File: src/rtl/uart_hex_tx.sv
// uart_hex_tx: sends one 5-character ASCII frame "$HH\r\n" over a UART line,
// where HH is the uppercase hex rendering of the latched value.
// Bit timing uses a 16x oversampling strobe (sample_tick); 16 ticks per bit,
// STOP_BIT_TICK ticks in the stop bit.
// Optional feature macro: UART_HEX_TX_PARITY_EN adds an even-parity bit per
// character between the data bits and the stop bit.
module uart_hex_tx #(
    parameter int unsigned DATA_BITS     = 8,
    parameter int unsigned STOP_BIT_TICK = 16
) (
    input  logic                 clk_50MHz,
    input  logic                 reset,
    input  logic                 sample_tick,
    input  logic                 send,
    input  logic [DATA_BITS-1:0] value,
    output logic                 tx,
    output logic                 busy,
    output logic                 frame_done
);

    localparam int unsigned BIT_W     = (DATA_BITS > 1) ? $clog2(DATA_BITS) : 1;
    localparam logic [3:0]  LAST_TICK = 4'd15;
    localparam logic [3:0]  STOP_LAST = 4'(STOP_BIT_TICK - 1);
    localparam logic [BIT_W-1:0] LAST_BIT = BIT_W'(DATA_BITS - 1);
    localparam logic [2:0]  LAST_CHAR = 3'd4;

    localparam logic [7:0] CH_DOLLAR = 8'h24;
    localparam logic [7:0] CH_CR     = 8'h0D;
    localparam logic [7:0] CH_LF     = 8'h0A;

    typedef enum logic [2:0] {
        IDLE,
        START,
        DATA,
`ifdef UART_HEX_TX_PARITY_EN
        PARITY,
`endif
        STOP
    } state_t;

    state_t               state, state_n;
    logic [3:0]           tick_cnt, tick_cnt_n;
    logic [BIT_W-1:0]     bit_cnt, bit_cnt_n;
    logic [2:0]           char_idx, char_idx_n;
    logic [DATA_BITS-1:0] value_q, value_q_n;
    logic                 tx_n;
    logic                 busy_n;
    logic                 frame_done_n;

    logic [7:0]           value8;
    logic [7:0]           cur_char8;
    logic [DATA_BITS-1:0] cur_data;
    logic [BIT_W-1:0]     bit_nxt;
    logic                 accept;
    logic                 tick_last;

    // Map a nibble to its uppercase ASCII hex digit.
    function automatic logic [7:0] hex_ascii(input logic [3:0] nib);
        if (nib < 4'd10) begin
            return 8'h30 + {4'h0, nib};
        end
        return 8'h37 + {4'h0, nib};
    endfunction

    // Character currently being serialised, selected by the character index.
    always_comb begin
        value8 = 8'(value_q);
        case (char_idx)
            3'd0:    cur_char8 = CH_DOLLAR;
            3'd1:    cur_char8 = hex_ascii(value8[7:4]);
            3'd2:    cur_char8 = hex_ascii(value8[3:0]);
            3'd3:    cur_char8 = CH_CR;
            default: cur_char8 = CH_LF;
        endcase
        cur_data = DATA_BITS'(cur_char8);
    end

    // A request is taken only when fully idle, never on the frame_done cycle.
    assign accept    = send && (state == IDLE) && !busy && !frame_done;
    assign tick_last = (tick_cnt == LAST_TICK);
    assign bit_nxt   = bit_cnt + BIT_W'(1);

    // Next-state and next-output logic; counters only move on sample_tick.
    always_comb begin
        state_n      = state;
        tick_cnt_n   = tick_cnt;
        bit_cnt_n    = bit_cnt;
        char_idx_n   = char_idx;
        value_q_n    = value_q;
        tx_n         = tx;
        busy_n       = busy;
        frame_done_n = 1'b0;

        case (state)
            IDLE: begin
                tx_n = 1'b1;
                if (accept) begin
                    state_n    = START;
                    value_q_n  = value;
                    tx_n       = 1'b0;
                    busy_n     = 1'b1;
                    tick_cnt_n = 4'd0;
                    bit_cnt_n  = '0;
                    char_idx_n = 3'd0;
                end
            end

            START: begin
                if (sample_tick) begin
                    if (tick_last) begin
                        tick_cnt_n = 4'd0;
                        bit_cnt_n  = '0;
                        state_n    = DATA;
                        tx_n       = cur_data[0];
                    end else begin
                        tick_cnt_n = tick_cnt + 4'd1;
                    end
                end
            end

            DATA: begin
                if (sample_tick) begin
                    if (tick_last) begin
                        tick_cnt_n = 4'd0;
                        if (bit_cnt == LAST_BIT) begin
`ifdef UART_HEX_TX_PARITY_EN
                            state_n = PARITY;
                            tx_n    = ^cur_data;
`else
                            state_n = STOP;
                            tx_n    = 1'b1;
`endif
                        end else begin
                            bit_cnt_n = bit_nxt;
                            tx_n      = cur_data[bit_nxt];
                        end
                    end else begin
                        tick_cnt_n = tick_cnt + 4'd1;
                    end
                end
            end

`ifdef UART_HEX_TX_PARITY_EN
            PARITY: begin
                if (sample_tick) begin
                    if (tick_last) begin
                        tick_cnt_n = 4'd0;
                        state_n    = STOP;
                        tx_n       = 1'b1;
                    end else begin
                        tick_cnt_n = tick_cnt + 4'd1;
                    end
                end
            end
`endif

            STOP: begin
                if (sample_tick) begin
                    if (tick_cnt == STOP_LAST) begin
                        tick_cnt_n = 4'd0;
                        if (char_idx == LAST_CHAR) begin
                            state_n      = IDLE;
                            char_idx_n   = 3'd0;
                            tx_n         = 1'b1;
                            busy_n       = 1'b0;
                            frame_done_n = 1'b1;
                        end else begin
                            // Next character starts straight away, no idle gap.
                            char_idx_n = char_idx + 3'd1;
                            state_n    = START;
                            tx_n       = 1'b0;
                        end
                    end else begin
                        tick_cnt_n = tick_cnt + 4'd1;
                    end
                end
            end

            default: begin
                state_n    = IDLE;
                tick_cnt_n = 4'd0;
                bit_cnt_n  = '0;
                char_idx_n = 3'd0;
                tx_n       = 1'b1;
                busy_n     = 1'b0;
            end
        endcase
    end

    // State, counters and registered outputs; reset aborts any frame silently.
    always_ff @(posedge clk_50MHz or posedge reset) begin
        if (reset) begin
            state      <= IDLE;
            tick_cnt   <= 4'd0;
            bit_cnt    <= '0;
            char_idx   <= 3'd0;
            value_q    <= '0;
            tx         <= 1'b1;
            busy       <= 1'b0;
            frame_done <= 1'b0;
        end else begin
            state      <= state_n;
            tick_cnt   <= tick_cnt_n;
            bit_cnt    <= bit_cnt_n;
            char_idx   <= char_idx_n;
            value_q    <= value_q_n;
            tx         <= tx_n;
            busy       <= busy_n;
            frame_done <= frame_done_n;
        end
    end

endmodule

File: config.mk
export PLATFORM = sky130hd
export DESIGN_NAME = uart_hex_tx
export DESIGN_NICKNAME = d
export VERILOG_FILES = /design/src/rtl/uart_hex_tx.sv
export SDC_FILE = /design/constraint.sdc
export NUM_CORES = 1
export LEC_CHECK = 0
export CORE_MARGIN = 4
export CORE_UTILIZATION = 61
export DETAILED_ROUTE_END_ITERATION = 8
export HOLD_SLACK_MARGIN = 0.08
export PLACE_DENSITY = 0.87
export SKIP_CTS_REPAIR_TIMING = 1
export SLEW_MARGIN = 10
export SYNTH_ARGS = -nofsm -noshare
export SYNTH_HDL_FRONTEND = slang
export SYNTH_SLANG_ARGS = --single-unit
File: constraint.sdc
create_clock -name clk_50MHz -period 3.2 [get_ports clk_50MHz]
set_input_delay 0.64 -clock clk_50MHz [delete_from_list [all_inputs] [get_ports clk_50MHz]]
set_output_delay 0.64 -clock clk_50MHz [all_outputs]
set_load 0.01 [all_outputs]
==> impl_metrics.yaml, run 1 <==
status:
  status: "complete, no violations"
grt:
  grt_pass1_vias: 1311
  overflow: 0
  grt_start_max_net_pins: 24
  grt_usage_pct: 21.1
  grt_pass1_wl_um: 5670
  antenna_found_initial: 0
clocking:
  clkTransAtPathRegs_ns: 0.14
  cts.sinks: 23
  h-tree-depth: 1
  root_buffer: "clkbuf_4"
  clock_path_buffers: 2
  cts_buffers: 3
  cts_tree: "done"
  clkLatencyLatePin_ns: 0.33
worst_hold_path:
  hold_start: "bit_cnt[1]$_DFFE_PP0P_"
  hold_class: "reg -> reg"
  holdPathStages: 2
  min_to: "bit_cnt[1]$_DFFE_PP0P_"
synth:
  postSynth.topFlopCell: "dfrtp_1"
  synth_top_area_share_pct: 34.3
  synthCells: 176
  ys_ff_latch: 23
  ys_seq_area_share_pct: 35.9
  yosysTopAreaCell: "dfrtp_1"
  synth.area.top_cells: "dfrtp_1, ha_1, nand2_1"
  yosysUniqueCellTypes: 45
  syn_avg_cell_area_um2: 9.13
  ys_async_sr_fraction_pct: 100
  yosys_warnings: 0
  synth_fp_nets: 202
  synth-edff-count: 0
  netlist_area_mm2: 0.00161
timing:
  slew-limit-headroom_pct: 41.0
  fin_crit_ns: 2.17
  fin_skew_ns: 0.00973
  whs_ns: 0.556
  period_share_pct: 67.8
  setup_violations: 0
  tightest_slew_ns: 0.885
  slew_violations: 0
  fmax_mhz: 461
  tns_ns: 0
  hold_violations: 0
  rsz0062_at_grt: "false"
routing:
  wl_met3_um: 81
  drt_iter0_drc: 63
  routed.top_layer: "met4"
  wl_um: 3380
  dr.pass1.iters: 4
  wl_met1_um: 1570
  wl_per_cell_um: 15.4
  drcViolationCount: 0
  viasPerCell: 6.25
  ant_nets: 0
  wl_met2_um: 1680
  vias: 1375
pwr:
  powerDensity_mw_per_mm2: 927
  peakVddDrop_v: 0.000756
  p_leak_uw: 0.000788
placed_design:
  dp.cells: 216
  place.gp.congestion: 0.970
  portBuffers: 14
  hpwl_um: 2510
critical_path:
  cp-end-kind: "flop"
  critPathMaxStageDelay_ns: 0.44
  path_class: "in -> reg"
  reg2reg_depth: 7
  cpMaxStageDelayCell: "clkdlybuf4s50_1"
  cp_data_required_time_ns: 3.43
  arrival_ns: 2.40
  reg2reg_from: "char_idx[0]$_DFFE_PP0P_"
  worstPathMaxFanout: 7
  startpoint: "send"
  cp-start-kind: "primary input"
  reg2reg_to: "tx$_DFFE_PP1P_"
  critical_path.cell_chain: "clkdlybuf4s50_1, or3b_1, and2_4, a211oi_4, nand2_1, mux2_4"
  regToRegSetupSlack_ns: 1.23
floorplan:
  dieWidth_um: 59.3
  row_count: 18
  io_pins: 15
  core-area_mm2: 0.00250
  fp.dieH_um: 59.3
  start_util_pct: 64.3
  dieArea_mm2: 0.00352
finish:
  syn_to_final_growth_pct: 12.1
  final_common_cell: "dfrtp_1"
  nets: 217
  stdcell_count: 220
  layout-drive-gt1-share_pct: 6.84
  final_cell_mix: "dfrtp_1, nand2_1, inv_1"
  num_antenna_cells: 0
run:
  max_cap_violations: 0
## sequential cells by signal, summed over array words and instances (netlist names)
name / cells
state: 2
tick_cnt: 4
bit_cnt: 3
value8: 8
busy: 1
char_idx: 3
tx: 1
frame_done: 1
## kinds of logic (layout without fill, tap and decap cells)
family	count (synthesis)	count (layout)	share of synthesized area [%]
and+or+nand+nor	66	66	22.4
adders and majority gates	14	14	10.9
AOI/OAI and AO/OA	40	40	17.5
buffers and inverters	20	34	4.67
muxes	10	10	6.93
DFF	23	23	35.9
xor gates and xnor gates	3	3	1.64
## cell usage after synthesis (3+ instances only)
| cell | number |
|---|---|
| nand2_1 | 21 |
| a311oi_1 | 4 |
| nor2_1 | 9 |
| o22ai_1 | 3 |
| clkbuf_1 | 5 |
| a21oi_1 | 3 |
| o21ai_0 | 11 |
| mux2i_1 | 4 |
| mux2_2 | 4 |
| nand3_1 | 6 |
| inv_1 | 15 |
| nor2b_1 | 8 |
| nand4_1 | 5 |
| ha_1 | 14 |
| o21ai_1 | 3 |
| dfrtp_1 | 22 |
| nand4b_1 | 3 |
## power breakdown
group          switching, uW  total, uW  internal (uW)
Clock                   98.0        145           46.9
Sequential               153        572            419
Combinational            513        952            439
## metal layers
metal / GRT usage, % / vias up
met1: 26.8 / 670
met5: 0 / -
met3: 2.18 / 7
li1: - / 673
met2: 36.0 / 25
met4: 9.06 / 0
## final cells by class
cell class	instances	area [um2]
Tap cell	30	37.5
Inverter	15	56.3
Clock buffer	3	22.5
Timing Repair Buffer	15	148
Clock inverter	1	5.00
Sequential cell	23	577
Fill cell	184	699
Multi-Input combinational cell	133	955
## worst max-delay path: cells and delay by family
kind,cells,cell delay [ns]
AO/OA/AOI/OAI,1,0.32
buffers and inverters,1,0.44
multiplexers,1,0.31
AND/OR/NAND/NOR,3,0.69
## per-stage QoR
stage / util [%] / cell area [um2] / total power [uW] / setup WS (ns)
2_1_floorplan: - / 1610 / 1280 / 1.22
3_3_place_gp: 70.9 / 1770 / 1450 / 0.720
3_5_place_dp: 70.9 / 1770 / 1510 / 0.672
4_1_cts: 72.0 / 1800 / 1660 / 1.04
5_1_grt: 72.0 / 1800 / 1810 / 0.957
6_report: 72.0 / 1800 / 1670 / 1.03
## worst max path at each step
stage                       endpoint  slack (ns)  depth (start not counted)
global placement    busy$_DFFE_PP0P_        0.72                          6
detailed placement  busy$_DFFE_PP0P_        0.67                          6
CTS                 busy$_DFFE_PP0P_        1.04                          6
global route          tx$_DFFE_PP1P_        0.96                          6
floorplan           busy$_DFFE_PP0P_        1.22                          5
finish              busy$_DFFE_PP0P_        1.03                          6
No activity file was read; power rests on OpenSTA's default activity.
==> run 2, diff against run 1 <==
CORE_UTILIZATION = 57   (was 61)
PLACE_DENSITY = 0.82   (was 0.87)
clock period = 2.2 ns   (was 3.2 ns; I/O delays follow)
==> run 2 against run 1 <==
Register-to-register slack lost 1.0 ns. Clock power grew 41%. Flip-flop and latch count is the same. Cell count grew 3.2%. Clock skew shrank 0.0076 ns. Critical path type is now reg -> reg. Utilization shrank 0.52 points. Largest cell class unchanged. Sequential power grew 45%. Global-route usage grew 1.4 points.
==> impl_metrics.yaml, run 2 (synthesized netlist as in run 1, its figures left out) <==
floorplan:
  io_pins: 15
  dieArea_mm2: 0.00373
  dieWidth_um: 61.1
  start_util_pct: 62.0
  core-area_mm2: 0.00259
  row_count: 18
  fp.dieH_um: 61.1
finish:
  n_fill_cell: 207
  final_cell_mix: "dfrtp_1, nand2_1, inv_1"
  num_antenna_cells: 0
  largest_reg_flops: 8
  final_common_cell: "dfrtp_1"
  nets: 224
  syn_to_final_growth_pct: 15.3
  post-route-util_pct: 71.5
  layout-drive-gt1-share_pct: 9.64
grt:
  overflow: 0
  grt_pass1_wl_um: 6240
  grt_usage_pct: 22.5
  grt_start_max_net_pins: 14
  grt_pass1_vias: 1419
  antenna_found_initial: 0
critical_path:
  path_class: "reg -> reg"
  cp_data_required_time_ns: 2.45
  critPathMaxStageDelay_ns: 0.43
  cp-end-kind: "flop"
  critical_path.cell_chain: "inv_1, ha_1, nor2b_1, nand3_1, a311oi_1, a32oi_1, a31oi_1"
  cp-start-kind: "flop"
  worstPathMaxFanout: 6
  arrival_ns: 2.23
  cpMaxStageDelayCell: "dfrtp_1"
clocking:
  h-tree-depth: 1
  clkLatencyLatePin_ns: 0.32
  cts.sinks: 23
  cts_buffers: 3
  clkTransAtPathRegs_ns: 0.13
  clock_path_buffers: 2
  cts_tree: "done"
  root_buffer: "clkbuf_4"
status:
  status: "complete, no violations"
timing:
  whs_ns: 0.411
  fin_crit_ns: 1.98
  slew_violations: 0
  setup_violations: 0
  tns_ns: 0
  rsz0062_at_grt: "false"
  fin_skew_ns: 0.00216
  slew-limit-headroom_pct: 69.1
  hold_violations: 0
  fmax_mhz: 506
  period_share_pct: 89.9
  tightest_slew_ns: 0.459
pwr:
  powerDensity_mw_per_mm2: 1350
  p_leak_uw: 0.000818
  peakVddDrop_v: 0.000917
placed_design:
  place.gp.congestion: 0.971
  portBuffers: 14
  hpwl_um: 2760
routing:
  wl_um: 3590
  wl_per_cell_um: 15.8
  viasPerCell: 6.12
  vias: 1390
  ant_nets: 0
  dr.pass1.iters: 4
  drt_iter0_drc: 88
  drcViolationCount: 0
run:
  max_cap_violations: 0
worst_hold_path:
  hold_class: "in -> async"
run 2: cell types whose count changed in the layout (fill, tap and decap cells not counted):
| cell | change |
|---|---|
| clkinv_2 | -1 |
| buf_4 | +7 |
| clkbuf_1 | +1 |
run 2: per-stage QoR:
step,setup slack (ns),cell area [um2],total power (uW),std cells
2_1_floorplan,0.368,1610,1870,176
3_3_place_gp,0.0507,1830,2180,223
3_5_place_dp,0.0200,1830,2270,223
4_1_cts,0.240,1850,2480,227
5_1_grt,0.0640,1850,2740,227
6_report,0.223,1850,2500,227
run 2: final cells by class:
| class | count | area [um2] | area share (%) |
|---|---|---|---|
| well taps | 30 | 37.5 | 2.03 |
| flip-flops and latches | 23 | 577 | 31.1 |
| multi-input cells | 133 | 955 | 51.6 |
| clock buffers | 4 | 26.3 | 1.42 |
| inverters | 15 | 56.3 | 3.04 |
| repair buffers | 22 | 200 | 10.8 |
run 2: power breakdown:
part	leakage, uW	internal, uW	total, uW	switching [uW]
clock network	0.0000150	71.0	204	133
registers	0.000290	610	832	223
logic	0.000514	695	1460	767
run 2: final timing paths:
| check | start | to | slack [ns] | depth (start not counted) |
|---|---|---|---|---|
| worst min-delay path | reset | value8[7]$_DFFE_PP0P_ | 0.41 | 2 |
| min in group clk_50MHz | busy$_DFFE_PP0P_ | busy$_DFFE_PP0P_ | 0.55 | 1 |
| worst max register to register | char_idx[0]$_DFFE_PP0P_ | tx$_DFFE_PP1P_ | 0.22 | 7 |
| max in group asynchronous | reset | char_idx[2]$_DFFE_PP0P_ | 1.24 | 3 |
| worst max-delay path | char_idx[0]$_DFFE_PP0P_ | tx$_DFFE_PP1P_ | 0.22 | 7 |
| worst min register to register | busy$_DFFE_PP0P_ | busy$_DFFE_PP0P_ | 0.55 | 1 |
run 2: layer usage:
layer | track usage [%] | wire length [um]
met2 | 37.5 | 1730
met1 | 27.3 | 1590
met3 | 4.82 | 184
met4 | 11.8 | 81
met5 | 0 | 0
run 2: worst max-delay path: cells and delay by family (launching register included):
kind            cells  cell delay (ns)
fa+ha+maj           1             0.23
flops               1             0.43
simple gates        2             0.53
compound gates      3             0.57
buf+inv             1             0.15
==> run 3, diff against run 2 <==
MAX_ROUTING_LAYER = met4   (was default)
clock period = 2.23 ns   (was 2.2 ns; I/O delays follow)
==> run 3 against run 2 <==
Register-to-register slack gained 0.02 ns. Cell count is the same. Fmax shrank 0.30%. Combinational power is essentially flat. Critical endpoint unchanged. Sequential power shrank 1%. Wire length grew 1.3%. Setup slack gained 0.024 ns. Die area is the same. First-iteration DRC count shrank 57%. Final area is the same. Count of clock-buffer cells in the layout is the same.
==> impl_metrics.yaml, run 3 (synthesized netlist as in run 1, its figures left out) <==
routing:
  viasPerCell: 6.15
  drcViolationCount: 0
  vias: 1396
  drt_iter0_drc: 38
  dr.pass1.iters: 4
  wl_per_cell_um: 16.0
  wl_um: 3630
  ant_nets: 0
critical_path:
  critical_path.cell_chain: "inv_1, ha_1, nor2b_1, o211ai_1, a311oi_1, nor3_1, a31oi_1"
  cp_top_family: "compound AO/OA/AOI/OAI gates"
  path_buf_inv: 1
  regToRegSetupSlack_ns: 0.25
  worstPathMaxFanout: 6
  critPathMaxStageDelay_ns: 0.43
  cp-start-kind: "flop"
  path_depth: 7
  reg2reg_to: "tx$_DFFE_PP1P_"
  cp_data_required_time_ns: 2.47
  cp-end-kind: "flop"
  reg2reg_from: "char_idx[0]$_DFFE_PP0P_"
  cpMaxStageDelayCell: "dfrtp_1"
  reg2reg_depth: 7
  arrival_ns: 2.22
  path_class: "reg -> reg"
timing:
  rsz0062_at_grt: "false"
  slew-limit-headroom_pct: 66.1
  slew_violations: 0
  setup_violations: 0
  fmax_mhz: 504
  fin_crit_ns: 1.98
  worst_slack_ns: 0.247
  fin_skew_ns: 0.00455
  tns_ns: 0
  hold_violations: 0
  tightest_slew_ns: 0.504
  period_share_pct: 88.9
floorplan:
  row_count: 18
  io_pins: 15
  dieWidth_um: 61.1
  dieArea_mm2: 0.00373
  start_util_pct: 62.0
  fp.dieH_um: 61.1
  core-area_mm2: 0.00259
placed_design:
  dp.cells: 223
  place_area_mm2: 0.00183
  hpwl_um: 2890
  place.gp.congestion: 0.946
  portBuffers: 14
  post-place-ws_ns: 0.0217
clocking:
  h-tree-depth: 1
  cts_tree: "done"
  cts.sinks: 23
  clkLatencyLatePin_ns: 0.31
  cts_buffers: 3
  clock_path_buffers: 2
  clkTransAtPathRegs_ns: 0.12
  root_buffer: "clkbuf_4"
finish:
  nets: 224
  syn_to_final_growth_pct: 15.3
  stdcell_count: 227
  post-route-util_pct: 71.5
  layout-drive-gt1-share_pct: 9.64
  design_area_mm2: 0.00185
  final_common_cell: "dfrtp_1"
  num_antenna_cells: 0
  n_fill_cell: 197
  final_cell_mix: "dfrtp_1, nand2_1, inv_1"
  largest_reg_flops: 8
grt:
  grt_usage_pct: 22.9
  overflow: 0
  antenna_found_initial: 0
  grt_start_max_net_pins: 14
  grt_pass1_vias: 1460
  grt_pass1_wl_um: 6260
pwr:
  peakVddDrop_v: 0.000966
  powerDensity_mw_per_mm2: 1330
  p_leak_uw: 0.000820
status:
  status: "complete, no violations"
run:
  max_cap_violations: 0
worst_hold_path:
  hold_class: "in -> async"
==> run 3: cell counts in the layout (fill, tap and decap cells not counted) <==
Identical to the previous run, type by type.
==> run 3: how the worst max path moves through the flow <==
stage / start / to / slack, ns
after floorplan: state[0]$_DFFE_PP0P_ / value8[0]$_DFFE_PP0P_ / 0.40
after global placement: send / busy$_DFFE_PP0P_ / 0.08
after detailed placement: send / busy$_DFFE_PP0P_ / 0.02
after CTS: char_idx[0]$_DFFE_PP0P_ / tx$_DFFE_PP1P_ / 0.27
after global routing: char_idx[0]$_DFFE_PP0P_ / tx$_DFFE_PP1P_ / 0.04
final: char_idx[0]$_DFFE_PP0P_ / tx$_DFFE_PP1P_ / 0.25
==> run 3: area by class of cell <==
cell class / instances / area [um2] / area share, %
well taps: 30 / 37.5 / 2.03
repair buffers: 22 / 200 / 10.8
flip-flops and latches: 23 / 577 / 31.1
multi-input cells: 133 / 955 / 51.6
clock buffers: 4 / 26.3 / 1.42
inverters: 15 / 56.3 / 3.04
==> run 3: power breakdown <==
group	leakage [uW]	total (uW)	internal [uW]	switching (uW)
clock	0.0000150	191	69.8	121
sequential	0.000290	820	602	218
combinational	0.000515	1460	684	773
==> run 3: metrics by stage <==
stage,power (uW),hold WS (ns)
6_report,2470,0.428
5_1_grt,2690,0.456
4_1_cts,2460,0.431
3_5_place_dp,2260,0.533
3_3_place_gp,2160,0.518
2_1_floorplan,1840,0.447
==> run 3: metal layers <==
metal  vias up  track usage (%)  wire [um]
li1        680                -          -
met1       665             28.5       1590
met2        45             38.1       1860
met3         6             1.89        131
met4         0             9.91         50
met5         -                -          0
==> variant (settings of run 1) <==
The parameter `DATA_BITS` goes from 8 to 32.
--- a/src/rtl/uart_hex_tx.sv
+++ b/src/rtl/uart_hex_tx.sv
@@ -7,3 +7,3 @@
 module uart_hex_tx #(
-    parameter int unsigned DATA_BITS     = 8,
+    parameter int unsigned DATA_BITS     = 32,
     parameter int unsigned STOP_BIT_TICK = 16
Ports: changed (resized value); port bits go from 15 to 39. No check against the original RTL was run, so the function may have changed too.
==> variant against run 1 <==
- combinational power down 3.9%
- sequential share of layout area up 1.8 points
- worst setup slack lost 0.20 ns
- power decreased by 2.2%
- final area up 2.8%
- clock skew fell by 0.0061 ns
- largest cell class unchanged
- maximum frequency shrank 8.5%
- sequential cell count increased by 2
- wire length up 4.3%
- first-iteration DRC count fell by 22%
- synthesized area grew 4.4%
- die area increased by 3.8%
- synthesized cell count rose by 6.8%
- highest routed layer unchanged
==> variant: results <==
group,metric,value,unit
run_status,outcome,"finished, final reports clean",
cts,clock_latency,0.31,ns
finish,drive_gt1_share,7.92,%
place,dp_cells,228,
critical_path,crit_arrival,2.57,ns
sta,setup_viol,0,
route,drt-wirelength-per-cell,15.2,um
pwr,ir_worst_vdd,0.639,mV
pwr,p_seq,0.575,mW
cts,htreeDepth,1,
sta,worstMarginPinSlew,0.933,ns
cts,cts_max_path_buffers,2,
place,dpl_cell_area,1830,um^2
route,via_per_inst,6.16,
cts,clk_pin_slew,0.13,ns
route,firstDrtPassIters,4,
global_route,grt_usage,22.1,%
synthesis,synth_compound_area_share,19.3,%
critical_path,path_delay_family,"simple AND/OR/NAND/NOR gates",
worst_hold_path,hp-class,"flop to flop",
synthesis,yosys-top-cells-area,"dfrtp_1 (36%), ha_1 (10%), o21ai_0 (7.8%), nand2_1 (5.4%), mux2_2 (3.4%)",
critical_path,critPathMaxStageDelay,0.51,ns
sta,skew,0.00362,ns
synthesis,synth_adder_area_share,10.4,%
synthesis,ys_types,46,
place,gp_congestion,0.909,
synthesis,synthCells,188,
global_route,grt_pass1_wl,6310,um
synthesis,synth_ff_type,"dfrtp_1",
synthesis,synthMuxAreaShare,3.95,%
critical_path,cp_max_fo,16,
synthesis,synthXorXnorAreaFrac,2.61,%
global_route,grt_pass1_vias,1527,
pwr,comb_power_share,56.1,%
cts,cts_made_buffers,3,
pwr,leakage,0.801,nW
route,drtIter0Drc,49,
global_route,grt_max_degree,26,
critical_path,slowest_stage,"and4bb_2",
cts,cts_root_buf,"clkbuf_4",
place,portBuffers,14,
synthesis,yosysSeqAreaShare,37.4,%
route,drt-total-wl,3530,um
synthesis,synth.net_count,238,
pwr,swShare,45.6,%
finish,final_net_count,253,
pwr,pwr_density_cell,881,nW/um^2
place,dp_slack,0.623,ns
synthesis,synthArstFlopShare,100,%
synthesis,synth_warnings,0,
finish,top_regs,"value_q x8, bit_cnt x5, tick_cnt x4",
place,dp_hpwl,2680,um
finish,n_antenna_cell,0,
synthesis,netlist_top_cells_count,"o21ai_0 (26), dfrtp_1 (24), nand2_1 (24)",
global_route,antenna_found_initial,0,
-- variant: area by class of cell --
type,instances,area (um^2)
Clock buffer,4,26.3
Fill cell,183,693
Inverter,11,41.3
Multi-Input combinational cell,148,980
Sequential cell,25,627
Tap cell,30,37.5
Timing Repair Buffer,14,140
-- variant: final timing paths --
kind | startpoint | end | slack (ns) | depth (start not counted)
worst max-delay path | state[0] | bit_cnt[2] | 0.83 | 8
worst min-delay path | bit_cnt[4] | bit_cnt[4] | 0.51 | 2
worst max register to register | state[0] | bit_cnt[2] | 0.83 | 8
worst min register to register | bit_cnt[4] | bit_cnt[4] | 0.51 | 2
max in group asynchronous | reset | bit_cnt[3] | 1.82 | 2
min in group asynchronous | reset | value_q[0] | 0.81 | 2
-- variant: routing by layer --
metal | share of wire (%) | GRT usage, %
met1 | 44 | 27.4
met2 | 50 | 39.7
met3 | 5.4 | 2.34
met4 | 0.88 | 8.36
met5 | 0 | 0
